$ cat config.mk
export PLATFORM = sky130hd
export DESIGN_NAME = load_store_unit
export DESIGN_NICKNAME = d
export VERILOG_FILES = /design/src/rtl/lsu_pkg.sv /design/src/rtl/lsu_lane_align.sv /design/src/rtl/load_store_unit.sv
export SDC_FILE = /design/constraint.sdc
export NUM_CORES = 1
export LEC_CHECK = 0
export CORE_MARGIN = 2
export CORE_UTILIZATION = 43
export DETAILED_ROUTE_END_ITERATION = 12
export PLACE_DENSITY = 0.89
export SYNTH_ARGS = -nofsm -noshare
export SYNTH_HDL_FRONTEND = slang
export SYNTH_SLANG_ARGS = --single-unit
$ cat constraint.sdc
create_clock -name clk -period 3 [get_ports clk]
set_input_delay 0.6 -clock clk [delete_from_list [all_inputs] [get_ports clk]]
set_output_delay 0.6 -clock clk [all_outputs]
set_load 0.02 [all_outputs]
$ cat src/rtl/lsu_pkg.sv
// Shared encodings for the load/store unit: op codes, FSM states and the
// default memory window.
package lsu_pkg;

    typedef enum logic [2:0] {
        LSU_LB  = 3'd0,
        LSU_LH  = 3'd1,
        LSU_LW  = 3'd2,
        LSU_LBU = 3'd3,
        LSU_LHU = 3'd4,
        LSU_SB  = 3'd5,
        LSU_SH  = 3'd6,
        LSU_SW  = 3'd7
    } lsu_op_e;

    typedef enum logic [1:0] {
        ST_IDLE  = 2'd0,
        ST_READ  = 2'd1,
        ST_WRITE = 2'd2,
        ST_RESP  = 2'd3
    } lsu_state_e;

    localparam logic [31:0] LSU_BASE_ADDR   = 32'h0040_0000;
    localparam int          LSU_DEPTH_WORDS = 64;

    function automatic logic lsu_is_store(input lsu_op_e op);
        return (op == LSU_SB) || (op == LSU_SH) || (op == LSU_SW);
    endfunction

endpackage

$ cat src/rtl/lsu_lane_align.sv
// Little-endian byte/halfword lane handling: load extraction with sign/zero
// extension and sub-word store merging. Only built when LSU_SUBWORD_EN is defined.
`ifdef LSU_SUBWORD_EN
import lsu_pkg::*;

module lsu_lane_align (
    input  logic [31:0] word,
    input  logic [2:0]  op,
    input  logic [1:0]  lane,
    input  logic [15:0] wdata,
    output logic [31:0] load_data,
    output logic [31:0] store_word
);

    lsu_op_e     op_e;
    logic [7:0]  byte_sel;
    logic [15:0] half_sel;

    assign op_e     = lsu_op_e'(op);
    assign byte_sel = word[{lane, 3'b000} +: 8];
    assign half_sel = lane[1] ? word[31:16] : word[15:0];

    always_comb begin
        load_data = word;
        case (op_e)
            LSU_LB:  load_data = {{24{byte_sel[7]}}, byte_sel};
            LSU_LBU: load_data = {24'h0, byte_sel};
            LSU_LH:  load_data = {{16{half_sel[15]}}, half_sel};
            LSU_LHU: load_data = {16'h0, half_sel};
            default: load_data = word;
        endcase
    end

    // Each byte lane independently picks either the old byte or store data.
    genvar gi;
    generate
        for (gi = 0; gi < 4; gi++) begin : g_lane
            localparam logic [1:0] LANE = 2'(gi);
            logic hit;
            logic [7:0] src;
            assign hit = ((op_e == LSU_SB) && (lane == LANE)) ||
                         ((op_e == LSU_SH) && (lane[1] == LANE[1]));
            assign src = (op_e == LSU_SB) ? wdata[7:0] : wdata[8*(gi % 2) +: 8];
            assign store_word[8*gi +: 8] = hit ? src : word[8*gi +: 8];
        end
    endgenerate

endmodule
`endif

$ cat src/rtl/load_store_unit.sv
// Single-outstanding load/store initiator for the word-addressed data memory.
// Sub-word ops (byte/halfword, read-modify-write stores) require LSU_SUBWORD_EN.
import lsu_pkg::*;

module load_store_unit #(
    parameter logic [31:0] BASE_ADDR   = LSU_BASE_ADDR,
    parameter int          DEPTH_WORDS = LSU_DEPTH_WORDS
) (
    input  logic        clk,
    input  logic        rst,
    input  logic        req_valid,
    output logic        req_ready,
    input  logic [2:0]  req_op,
    input  logic [31:0] req_addr,
    input  logic [31:0] req_wdata,
    output logic        resp_valid,
    output logic [31:0] resp_rdata,
    output logic        resp_err,
    output logic [31:0] mem_dir,
    output logic [31:0] mem_data_in,
    output logic        mem_rd,
    output logic        mem_wd,
    input  logic [31:0] mem_data_out
);

    // 33-bit limit so a window ending at the top of the address space cannot wrap.
    localparam logic [32:0] ADDR_LIMIT = {1'b0, BASE_ADDR} + 33'(4 * DEPTH_WORDS);

    lsu_state_e  state_reg;
    logic        req_ready_reg;
    logic        resp_valid_reg;
    logic [31:0] resp_rdata_reg;
    logic        resp_err_reg;
    logic [31:0] mem_dir_reg;
    logic [31:0] mem_data_in_reg;
    logic        mem_rd_reg;
    logic        mem_wd_reg;

    lsu_op_e     op_in;
    logic [32:0] addr_ext;
    logic        in_range;
    logic        bad_op;
    logic        req_err;

    assign op_in    = lsu_op_e'(req_op);
    assign addr_ext = {1'b0, req_addr};
    assign in_range = (addr_ext >= {1'b0, BASE_ADDR}) && (addr_ext < ADDR_LIMIT);
    assign req_err  = !in_range || bad_op;

    always_comb begin
        bad_op = 1'b0;
        case (op_in)
            LSU_LW, LSU_SW:          bad_op = |req_addr[1:0];
`ifdef LSU_SUBWORD_EN
            LSU_LH, LSU_LHU, LSU_SH: bad_op = req_addr[0];
            default:                 bad_op = 1'b0;
`else
            default:                 bad_op = 1'b1;
`endif
        endcase
    end

`ifdef LSU_SUBWORD_EN
    lsu_op_e     op_reg;
    logic [1:0]  lane_reg;
    logic [15:0] wdata_reg;
    logic [31:0] load_data;
    logic [31:0] store_word;

    lsu_lane_align u_lane_align (
        .word       (mem_data_out),
        .op         (op_reg),
        .lane       (lane_reg),
        .wdata      (wdata_reg),
        .load_data  (load_data),
        .store_word (store_word)
    );
`endif

    always_ff @(posedge clk) begin
        if (rst) begin
            state_reg       <= ST_IDLE;
            req_ready_reg   <= 1'b1;
            resp_valid_reg  <= 1'b0;
            resp_rdata_reg  <= 32'h0;
            resp_err_reg    <= 1'b0;
            mem_dir_reg     <= 32'h0;
            mem_data_in_reg <= 32'h0;
            mem_rd_reg      <= 1'b0;
            mem_wd_reg      <= 1'b0;
`ifdef LSU_SUBWORD_EN
            op_reg          <= LSU_LB;
            lane_reg        <= 2'b00;
            wdata_reg       <= 16'h0;
`endif
        end else begin
            case (state_reg)
                ST_IDLE: begin
                    if (req_valid && req_ready_reg) begin
                        req_ready_reg <= 1'b0;
                        mem_dir_reg   <= {req_addr[31:2], 2'b00};
`ifdef LSU_SUBWORD_EN
                        op_reg        <= op_in;
                        lane_reg      <= req_addr[1:0];
                        wdata_reg     <= req_wdata[15:0];
`endif
                        if (req_err) begin
                            state_reg      <= ST_RESP;
                            resp_valid_reg <= 1'b1;
                            resp_err_reg   <= 1'b1;
                            resp_rdata_reg <= 32'h0;
                        end else if (op_in == LSU_SW) begin
                            state_reg       <= ST_WRITE;
                            mem_wd_reg      <= 1'b1;
                            mem_data_in_reg <= req_wdata;
                        end else begin
                            state_reg  <= ST_READ;
                            mem_rd_reg <= 1'b1;
                        end
                    end
                end
                ST_READ: begin
                    mem_rd_reg <= 1'b0;
`ifdef LSU_SUBWORD_EN
                    if (lsu_is_store(op_reg)) begin
                        state_reg       <= ST_WRITE;
                        mem_wd_reg      <= 1'b1;
                        mem_data_in_reg <= store_word;
                    end else begin
                        state_reg      <= ST_RESP;
                        resp_valid_reg <= 1'b1;
                        resp_rdata_reg <= load_data;
                    end
`else
                    state_reg      <= ST_RESP;
                    resp_valid_reg <= 1'b1;
                    resp_rdata_reg <= mem_data_out;
`endif
                end
                ST_WRITE: begin
                    mem_wd_reg     <= 1'b0;
                    state_reg      <= ST_RESP;
                    resp_valid_reg <= 1'b1;
                    resp_rdata_reg <= 32'h0;
                end
                ST_RESP: begin
                    resp_valid_reg <= 1'b0;
                    resp_err_reg   <= 1'b0;
                    resp_rdata_reg <= 32'h0;
                    req_ready_reg  <= 1'b1;
                    state_reg      <= ST_IDLE;
                end
                default: state_reg <= ST_IDLE;
            endcase
        end
    end

    assign req_ready   = req_ready_reg;
    assign resp_valid  = resp_valid_reg;
    assign resp_rdata  = resp_rdata_reg;
    assign resp_err    = resp_err_reg;
    assign mem_dir     = mem_dir_reg;
    assign mem_data_in = mem_data_in_reg;
    // A reset landing mid-transaction must never let a strobe reach memory.
    assign mem_rd      = mem_rd_reg && !rst;
    assign mem_wd      = mem_wd_reg && !rst;

endmodule

# Word-level counts from Yosys, hierarchy flattened
# Cells that the tools add are included.
[totals]
ff_bits = 101
output_inout_bits = 101
elab_cells = 66
input_bits = 102
[classes]
magnitude_cmp = 2
reduce_logical = 22
eq_ne = 10
bitwise_logic = 1
muxes = 22
[ops]
columns = ["cell", "count"]
rows = [
  ["32-bit case mux with 3 select lines", 1],
  ["32-bit 2-to-1 mux", 2],
  ["32-bit by 23-bit >= comparator with 1-bit output (second input constant)", 1],
  ["32-bit by 23-bit < comparator with 1-bit output (second input constant)", 1],
  ["4-bit AND reduction", 3],
  ["1-bit 2-to-1 mux", 10],
  ["2-bit inequality test (second input constant)", 5],
  ["1-bit case mux with 2 select lines", 4],
  ["2-bit OR reduction", 4],
  ["2-bit 2-to-1 mux", 3],
  ["2-bit case mux with 3 select lines", 1],
  ["2-bit AND reduction", 3],
  ["2-bit nonzero test", 3],
  ["2-bit == test (second input constant)", 2],
  ["1-bit logical AND", 4],
  ["3-bit by 2-bit == test with 1-bit output (second input constant)", 1],
  ["3-bit == test (second input constant)", 1],
  ["1-bit case mux with 3 select lines", 1],
  ["3-bit AND reduction", 1],
  ["2-bit by 1-bit == test with 1-bit output (second input constant)", 1],
  ["1-bit zero test", 2],
  ["2-bit zero test", 1],
  ["1-bit logical OR", 1],
  ["1-bit NOT", 1],
]

# Longest topological paths before layout
[depth]
word_depth = 7
depth_mapped = 8
mapped_depth_nobuf = 6

# Worst setup path before layout
# OpenSTA, ideal clock, no wires.
[synth_timing]
path_type = "input to register"
start = "in req_addr[23]"
end = "reg mem_data_in_reg[10] (netlist: mem_data_in[10])"
path_slack_ns = 0.803
path_stages = 6
required_time_ns = 2.872
t_arrival_ns = 2.070
setup_ns = 0.128
path_buffers = 1
cell_sequence = "nor4_1 -> nand4_1 -> nor4_4 -> buf_6 -> mux2i_1 -> nor2_1"
[synth_via]
elab_chain_cells = 6
word_cells_on_any_way = 7
classes_between = "2 x order compare; 1 x bitwise; 4 x reduce/logical"
[synth_rtl]
columns = ["element", "line", "source"]
rows = [
  ["start: declaration", "load_store_unit.sv:14", "input logic [31:0] req_addr,"],
  ["32-bit by 23-bit >= comparator with 1-bit output or 32-bit by 23-bit < comparator with 1-bit output (tied branches)", "load_store_unit.sv:47", "assign in_range = (addr_ext >= {1'b0, BASE_ADDR}) && (addr_ext < ADDR_LIMIT);"],
  ["1-bit logical AND (*)", "load_store_unit.sv:47", ""],
  ["1-bit zero test (*)", "load_store_unit.sv:48", "assign req_err = !in_range || bad_op;"],
  ["1-bit logical OR (*)", "load_store_unit.sv:48", ""],
  ["1-bit NOT (no source line) (*)", "-", ""],
  ["4-bit AND reduction (no source line) (*)", "-", ""],
  ["end signal: assignment", "load_store_unit.sv:115", "mem_data_in_reg <= req_wdata;"],
  ["end: declaration", "load_store_unit.sv:35", "logic [31:0] mem_data_in_reg;"],
]
# Every way passes the cells marked *; elsewhere a longest branch is shown, timed or not.
# A chain may end at the register's enable or synchronous reset.

# Worst setup path in the final report
[layout_timing]
start = "in req_addr[23]"
end = "reg mem_data_in_reg[26] (netlist: mem_data_in[26])"
# The elaborated chain is that of the path after synthesis.

==> flow_summary.ini <==
[outcome]
status = completed

[timing]
finalClockSkew_ns = 0.0114
rsz0062_at_grt = false
hold_violations = 0
tightest_slew_ns = 0.565
fmax_ghz = 0.418
relSlewSlack = 0.623
period_needed_ns = 2.39
setup_viol = 0
fin_crit_sh = 0.798
whs_ns = 0.460
slew_violations = 0
fin_tns_setup_ns = 0

[power]
leakage_nw = 2.23
vdd_ir_drop_max_mv = 0.237
p_per_area_nw_per_um2 = 590

[clock_tree]
htree_levels = 3
postCtsSetupBuffers = 0
clock_latency_ns = 0.35
clk_path_buf_depth = 2
tritoncts = done
cts-root-buf = clkbuf_8
ctsResizeCount = 0
clk_pin_slew_ns = 0.10
postCtsHoldBufs = 0
cts_buffers = 9
clock-sinks = 101

[die]
io_pins = 203
die-area_um2 = 10300
core_um2 = 9240
rows = 35
die_w_um = 102
initial_utilization = 0.442
fp.dieH_um = 102

[global_routing]
grt_pass1_vias = 3916
grt_overflow = 0
grt_start_max_net_pins = 68
grt_pass1_wl_um = 17700
grt_util_all_layers = 0.213
antenna_found_initial = 0

[critical_path]
crit_type = input pin to register
worstPathMaxFanout = 34
crit_required_ns = 3.23
arrival_ns = 2.62
cp-start-kind = input pin
end_kind = register

[detailed_routing]
viasPerCell = 4.96
via_count = 3931
wire_per_inst_um = 14.4
drc = 0
drt_iter0_drc = 114
drt_pass1_iterations = 6
detail-route-antenna-nets = 0
drt_wl_total_um = 11400

[logic_synthesis]
synth-simple-area-share = 0.199
synth_mux_area_frac = 0.0784
syn_area_um2 = 4090
yosysWarnings = 0
synth_compound_area_frac = 0.160
synthArstFlopShare = 0
synth_edf_count = 0
syn_area_per_cell_um2 = 8.53
synth_seq_area_share = 0.495
synth_cells = 479
synthAdderAreaFrac = 0.0153
synth_xor_area_frac = 0.00214
synth_top_family_by_area = simple AND/OR/NAND/NOR gates
synth-seq-cells = 101
yosysUniqueCellTypes = 32
ys.flop_type = dfxtp_1

[min_path]
hold_path.class = register to register

[placement]
place.gp.congestion = 0.794
portBuffers = 200
hpwlAfterDp_um = 8340

[layout]
area.growth.synth_to_final_pct = 55.3
regArea_um2 = 2020
fill_cells = 718
n_antenna_cell = 0
final_common_cell = clkdlybuf4s50_1
multi_input_area_um2 = 1880
final_cell_mix = clkdlybuf4s50_1 (199), dfxtp_1 (101), nand2_1 (97)
final_nets = 766
final_core_util = 0.687
drive_above_1_share = 0.0468

[job]
cap_viol_max_count = 0
-- layer usage --
| metal | GRT usage | wire length [um] | vias up |
|---|---|---|---|
| met5 | 0 | 0 | - |
| met4 | 0.0873 | 235 | 0 |
| met3 | 0.0607 | 871 | 21 |
| met2 | 0.375 | 5610 | 150 |
| met1 | 0.242 | 4660 | 1789 |
| li1 | - | - | 1971 |
-- through the flow --
step	total power, mW	instance area (um^2)	setup WS (ns)	cells
2_1_floorplan	2.44	4090	0.803	480
3_3_place_gp	2.97	6170	0.267	777
3_5_place_dp	3.02	6170	0.233	777
4_1_cts	3.80	6350	0.603	792
5_1_grt	3.98	6350	0.463	792
6_report	3.75	6350	0.607	792
-- report_power, final --
group          switching (mW)  internal [mW]  leakage (nW)
registers              0.0833           1.49         0.820
logic                   0.806          0.599          1.33
clock network           0.447          0.321        0.0843
total                    1.34           2.41          2.23
-- layout make-up --
cell class	count	area share
flip-flops and latches	101	0.318
well taps	129	0.0254
repair buffers	210	0.331
multi-input cells	334	0.296
clock inverters	5	0.00591
clock buffers	10	0.0217
inverters	3	0.00177
-- cells in the mapped netlist, drive strengths merged (2+ instances only) --
| master | number | share of area |
|---|---|---|
| clkbuf | 32 | 0.029 |
| buf | 10 | 0.018 |
| mux2i | 32 | 0.078 |
| dfxtp | 101 | 0.49 |
| a21o | 35 | 0.064 |
| nand2 | 97 | 0.089 |
| nand3 | 36 | 0.044 |
| a21oi | 64 | 0.078 |
| inv | 3 | 0.0028 |
| ha | 5 | 0.015 |
| nor2 | 35 | 0.032 |
| nor4b | 2 | 0.0058 |
| o22ai | 2 | 0.0031 |
| and3 | 2 | 0.0031 |
| nor4 | 6 | 0.013 |
| nand4 | 2 | 0.0031 |
| nor2b | 3 | 0.0046 |
| nand2b | 2 | 0.0031 |
| a31oi | 2 | 0.0031 |
-- path summary, 6_finish.rpt --
check                     from         endpoint  slack (ns)  cells after the start
hold reg to reg    mem_dir[26]      mem_dir[26]        0.46                      2
setup reg to reg  state_reg[0]  mem_data_in[26]        0.76                      7
setup / recovery  req_addr[23]  mem_data_in[26]        0.61                      7
hold / removal     mem_dir[26]      mem_dir[26]        0.46                      2
-- cell families after synthesis --
logic type               after synthesis
flip-flops                           101
AO/OA/AOI/OAI                        108
XOR/XNOR                               1
adder cells (fa/ha/maj)                5
buffers and inverters                 45
multiplexers                          32
other                                  1
AND/OR/NAND/NOR                      186
-- critical path, cell delays in order --
cell and delay (ns):
clkdlybuf4s50_1 0.44, nor4_1 0.37, nand4_1 0.23, nor4_4 0.37
buf_12 0.28, mux2i_1 0.23, nor2_1 0.06
Note: power is estimated with default switching activity, not from simulation.
